## config.mk

```make
export PLATFORM = sky130hd
export DESIGN_NAME = mips_load_store_unit
export DESIGN_NICKNAME = d
export VERILOG_FILES = /design/src/rtl/mips_lsu_pkg.sv /design/src/rtl/mips_load_extend.sv /design/src/rtl/mips_load_store_unit.sv
export SDC_FILE = /design/constraint.sdc
export NUM_CORES = 1
export LEC_CHECK = 0
export CAP_MARGIN = 30
export CELL_PAD_IN_SITES_DETAIL_PLACEMENT = 1
export CELL_PAD_IN_SITES_GLOBAL_PLACEMENT = 1
export CORE_MARGIN = 2
export CORE_UTILIZATION = 31
export DETAILED_ROUTE_END_ITERATION = 8
export PLACE_DENSITY_LB_ADDON = 0.1
export SLEW_MARGIN = 20
export SYNTH_ARGS = -nofsm -noshare
export SYNTH_HDL_FRONTEND = slang
export SYNTH_HIERARCHICAL = 1
export SYNTH_SLANG_ARGS = --single-unit
```

## constraint.sdc

```tcl
create_clock -name clk -period 2.3 [get_ports clk]
set_input_delay 0.345 -clock clk [delete_from_list [all_inputs] [get_ports clk]]
set_output_delay 0.345 -clock clk [all_outputs]
set_load 0.005 [all_outputs]
```

## src/rtl/mips_lsu_pkg.sv

```systemverilog
// Shared size encoding, FSM and strobe encodings, and the alignment check
// used by the MIPS load/store unit and its load-extension datapath.
package mips_lsu_pkg;

  localparam logic [1:0] SZ_WORD = 2'b00;
  localparam logic [1:0] SZ_HALF = 2'b01;
  localparam logic [1:0] SZ_BYTE = 2'b10;
  localparam logic [1:0] SZ_ILL  = 2'b11;

  typedef enum logic [1:0] {
    ST_IDLE   = 2'b00,
    ST_ACCESS = 2'b01,
    ST_RESP   = 2'b10
  } lsu_state_e;

  // One-hot-or-none strobe towards mips_data; read and write can never coexist.
  typedef enum logic [1:0] {
    STB_NONE  = 2'b00,
    STB_READ  = 2'b01,
    STB_WRITE = 2'b10
  } mem_strobe_e;

  function automatic logic is_misaligned(input logic [1:0] size, input logic [1:0] addr_lo);
    logic bad;
    case (size)
      SZ_WORD: bad = (addr_lo != 2'b00);
      SZ_HALF: bad = addr_lo[0];
      SZ_BYTE: bad = 1'b0;
      default: bad = 1'b1;
    endcase
    return bad;
  endfunction

endpackage

```

## src/rtl/mips_load_extend.sv

```systemverilog
// Combinational sign/zero extension of right-justified load data.
module mips_load_extend
  import mips_lsu_pkg::*;
(
  input  logic [31:0] raw_i,
  input  logic [1:0]  size_i,
  input  logic        uns_i,
  output logic [31:0] ext_o
);

  // Upper bits of sub-word data are don't-care and are replaced here.
  always_comb begin
    ext_o = raw_i;
    case (size_i)
      SZ_BYTE: ext_o = uns_i ? {24'h000000, raw_i[7:0]}  : {{24{raw_i[7]}}, raw_i[7:0]};
      SZ_HALF: ext_o = uns_i ? {16'h0000, raw_i[15:0]}   : {{16{raw_i[15]}}, raw_i[15:0]};
      default: ext_o = raw_i;
    endcase
  end

endmodule

```

## src/rtl/mips_load_store_unit.sv

```systemverilog
// Data-memory initiator: one request at a time, fixed read latency,
// single-cycle response with error flag for misaligned/illegal accesses.
module mips_load_store_unit #(
  parameter int unsigned READ_LAT = 1
) (
  input  logic        clk,
  input  logic        rst,
  input  logic        req_valid,
  output logic        req_ready,
  input  logic        req_write,
  input  logic [1:0]  req_size,
  input  logic        req_unsigned,
  input  logic [31:0] req_addr,
  input  logic [31:0] req_wdata,
  output logic        resp_valid,
  output logic [31:0] resp_rdata,
  output logic        resp_err,
  output logic [31:0] mem_address,
  output logic [31:0] write_data,
  output logic        sig_mem_read,
  output logic        sig_mem_write,
  output logic [1:0]  s,
  input  logic [31:0] read_data
);
  import mips_lsu_pkg::*;

  localparam logic [3:0] LAT4 = 4'(READ_LAT);

  lsu_state_e  state_q, state_d;
  mem_strobe_e strobe_q, strobe_d;
  logic [3:0]  cnt_q, cnt_d;
  logic        write_q, write_d;
  logic [1:0]  size_q, size_d;
  logic        uns_q, uns_d;
  logic [31:0] mem_addr_q, mem_addr_d;
  logic [31:0] wdata_q, wdata_d;
  logic [1:0]  s_q, s_d;
  logic        ready_q, ready_d;
  logic        resp_valid_q, resp_valid_d;
  logic        resp_err_q, resp_err_d;
  logic [31:0] rdata_q, rdata_d;
  logic [31:0] ext_data;

  mips_load_extend u_extend (
    .raw_i  (read_data),
    .size_i (size_q),
    .uns_i  (uns_q),
    .ext_o  (ext_data)
  );

  // Next-state and next-output decode; all outputs leave the unit from flops.
  always_comb begin
    state_d      = state_q;
    cnt_d        = cnt_q;
    write_d      = write_q;
    size_d       = size_q;
    uns_d        = uns_q;
    strobe_d     = STB_NONE;
    mem_addr_d   = 32'd0;
    wdata_d      = 32'd0;
    s_d          = 2'b00;
    ready_d      = 1'b0;
    resp_valid_d = 1'b0;
    resp_err_d   = 1'b0;
    rdata_d      = 32'd0;
    case (state_q)
      ST_IDLE: begin
        if (req_valid && ready_q) begin
          write_d = req_write;
          size_d  = req_size;
          uns_d   = req_unsigned;
          if (is_misaligned(req_size, req_addr[1:0])) begin
            state_d      = ST_RESP;
            resp_valid_d = 1'b1;
            resp_err_d   = 1'b1;
          end else begin
            state_d    = ST_ACCESS;
            mem_addr_d = req_addr;
            s_d        = req_size;
            if (req_write) begin
              strobe_d = STB_WRITE;
              wdata_d  = req_wdata;
              cnt_d    = 4'd0;
            end else begin
              strobe_d = STB_READ;
              cnt_d    = LAT4;
            end
          end
        end else begin
          ready_d = 1'b1;
        end
      end
      ST_ACCESS: begin
        if (write_q) begin
          state_d      = ST_RESP;
          resp_valid_d = 1'b1;
        end else if (cnt_q == 4'd1) begin
          state_d      = ST_RESP;
          resp_valid_d = 1'b1;
          rdata_d      = ext_data;
          cnt_d        = 4'd0;
        end else begin
          cnt_d      = cnt_q - 4'd1;
          strobe_d   = STB_READ;
          mem_addr_d = mem_addr_q;
          s_d        = s_q;
        end
      end
      ST_RESP: begin
        state_d = ST_IDLE;
        ready_d = 1'b1;
      end
      default: begin
        state_d = ST_IDLE;
        ready_d = 1'b1;
      end
    endcase
  end

  // State and output registers with synchronous reset.
  always_ff @(posedge clk) begin
    if (rst) begin
      state_q      <= ST_IDLE;
      strobe_q     <= STB_NONE;
      cnt_q        <= 4'd0;
      write_q      <= 1'b0;
      size_q       <= SZ_WORD;
      uns_q        <= 1'b0;
      mem_addr_q   <= 32'd0;
      wdata_q      <= 32'd0;
      s_q          <= 2'b00;
      ready_q      <= 1'b1;
      resp_valid_q <= 1'b0;
      resp_err_q   <= 1'b0;
      rdata_q      <= 32'd0;
    end else begin
      state_q      <= state_d;
      strobe_q     <= strobe_d;
      cnt_q        <= cnt_d;
      write_q      <= write_d;
      size_q       <= size_d;
      uns_q        <= uns_d;
      mem_addr_q   <= mem_addr_d;
      wdata_q      <= wdata_d;
      s_q          <= s_d;
      ready_q      <= ready_d;
      resp_valid_q <= resp_valid_d;
      resp_err_q   <= resp_err_d;
      rdata_q      <= rdata_d;
    end
  end

  assign req_ready     = ready_q;
  assign resp_valid    = resp_valid_q;
  assign resp_err      = resp_err_q;
  assign resp_rdata    = rdata_q;
  assign mem_address   = mem_addr_q;
  assign write_data    = wdata_q;
  assign s             = s_q;
  assign sig_mem_read  = (strobe_q == STB_READ);
  assign sig_mem_write = (strobe_q == STB_WRITE);

endmodule

```

==> flow_summary.toml <==
[cts]
hold_buffers = 0
clk-insertion-delay-late_ps = 400
cts_buffer_depth = 2
cts.htree.levels = 4
cts_root_buf = "clkbuf_16"
clk_pin_slew_worst_paths_ps = 50
post_cts.repair.setup_buffers = 0
cts_tree = "built"
cts_sinks = 113
numCtsBuffers = 17
post_cts_resized = 0

[synthesis]
synth.most_common_cell = "dfxtp_1"
syn_area_per_cell_um2 = 10.2
syn_inst = 394
synth_nets = 501
yosys-top-cells-area = "dfxtp_1 (57%), and2_1 (10%), a32oi_1 (7.2%)"
yosysTopAreaCell = "dfxtp_1"
ys_warn_count = 6
synthFlopType = "dfxtp_1"
synth_edf_count = 0
ys_ff_latch = 113
synth_common_cells = "dfxtp_1 (113), and2_1 (64), nor2_1 (38)"
netlist_area_um2 = 4000
synthDominantCellAreaShare = 0.566
async_flop_share = 0
yosysSeqAreaShare = 0.566
ys_types = 40

[pwr]
powerDensity_nw_per_um2 = 756
p_leak_uw = 0.00260
ir_drop_v = 0.000471

[grt]
overflow = 0
groute.usage.overall = 0.172
grt_max_degree = 40
grt_pass1_vias = 3749
antenna_found_initial = 0
grt_pass1_wl_um = 19200

[sta]
fmax_mhz = 531
finClkSkew_ps = 7.81
finalSetupViolations = 0
fin_tns_setup_ps = 0
fin_crit_ps = 1880
slew_headroom = 0.428
finalHoldViolations = 0
grt_setup_unrepaired = "no"
holdWs_ps = 341
drv_slew = 0
finalCritPeriodShare = 0.819
worstMarginPinSlew_ps = 858

[drt]
via_per_inst = 4.66
via_count = 3613
totalWireLength_um = 11900
ant_nets = 0
wl_per_cell_um = 15.3
firstDrtPassIters = 4
remaining_drc_errors = 0
drt_iter0_markers = 194

[worst_setup_path]
cp_max_fo = 20
cp-start-kind = "input pin"
worstSetupPathType = "in2reg"
rrSetupSlack_ps = 590
worstSetupEndpointType = "register"
arrival_ps = 2210
worstPathRequired_ps = 2630

[layout]
layout-drive-gt1-share = 0.0844
antenna_cells = 0
num-nets-final = 698
syn_to_final_growth_pct = 67.7

[floorplan]
die-area_um2 = 13800
die_w_um = 118
io_pins = 206
initial_core_util = 0.317
die_h_um = 118
core-area_um2 = 12600
fp-row-count = 41

[status]
run_status = "finished clean"

[placement]
dp_hpwl_um = 8560
place_congestion = 0.745
port-buffer-count = 205

[job]
cap_violations = 0

[worst_hold_path]
hold_path.class = "in2reg"
## power breakdown
group / internal (µW) / total [µW] / switching (µW) / leakage (µW)
sequential: 2010 / 2040 / 31.2 / 0.000914
combinational: 324 / 575 / 252 / 0.00140
clock: 1620 / 2450 / 832 / 0.000281
total: 3950 / 5070 / 1110 / 0.00260
## metrics by stage
step | power [µW] | instance area (µm²) | worst slack, ps | std cells | util
after CTS | 5140 | 6710 | 425 | 776 | 0.532
after detailed placement | 2660 | 6140 | 26.9 | 744 | 0.487
final | 5070 | 6710 | 416 | 776 | 0.532
after global placement | 2640 | 6140 | 70.7 | 744 | 0.487
after global routing | 5290 | 6710 | 304 | 776 | 0.532
after floorplan | 2360 | 4000 | 749 | 394 | -
## cells in the final DEF, fill, tap and decap left out, drive strengths merged, types with 4 or more instances in the layout
master / instances
or2: 5
clkbuf: 28
o21ai: 18
clkdlybuf4s50: 204
nor3: 7
clkinv: 4
a21o: 8
a32oi: 33
ha: 4
and2: 64
nor2: 38
inv: 5
a21oi: 8
buf: 12
dfxtp: 113
nand2: 24
## registers in the layout, summed over array words and instances, names as in the netlist
signal / cells
cnt_q: 4
write_q: 1
req_ready: 1
resp_valid: 1
resp_err: 1
uns_q: 1
strobe_q: 2
s: 2
write_data: 32
state_q: 2
mem_address: 32
size_q: 2
resp_rdata: 32
## layer usage
metal | part of all wire | global-route usage
met2 | 0.49 | 0.293
met1 | 0.43 | 0.198
met5 | 0 | 0
met3 | 0.069 | 0.0620
met4 | 0.015 | 0.0648
## critical path, stage by stage
cell and delay, ps:
clkdlybuf4s50_1 420, nor2b_1 170, o31ai_4 700, buf_4 340, a32oi_1 120, nor2_1 110
## worst paths after layout
check | start | endpoint | cells past startpoint
setup / recovery | req_addr[1] | mem_address[13] | 6
hold / removal | rst | uns_q | 2
setup reg to reg | cnt_q[1] | cnt_q[2] | 7
hold reg to reg | uns_q | uns_q | 2
## logic make-up after synthesis
group                    Yosys count  share of synthesized area
AO/OA/AOI/OAI                     79                      0.149
adder cells (fa/ha/maj)            4                     0.0125
buffers and inverters             44                     0.0644
flip-flops                       113                      0.566
multiplexers                       1                    0.00250
AND/OR/NAND/NOR                  153                      0.206
## final cells by class
class	instances	area [µm²]
clock buffers	27	513
clock inverters	5	50.0
fillers	1433	5910
inverters	5	18.8
multi-input cells	237	1500
flip-flops and latches	113	2260
well taps	172	215
repair buffers	217	2150
(Power assumes the default switching activity.)
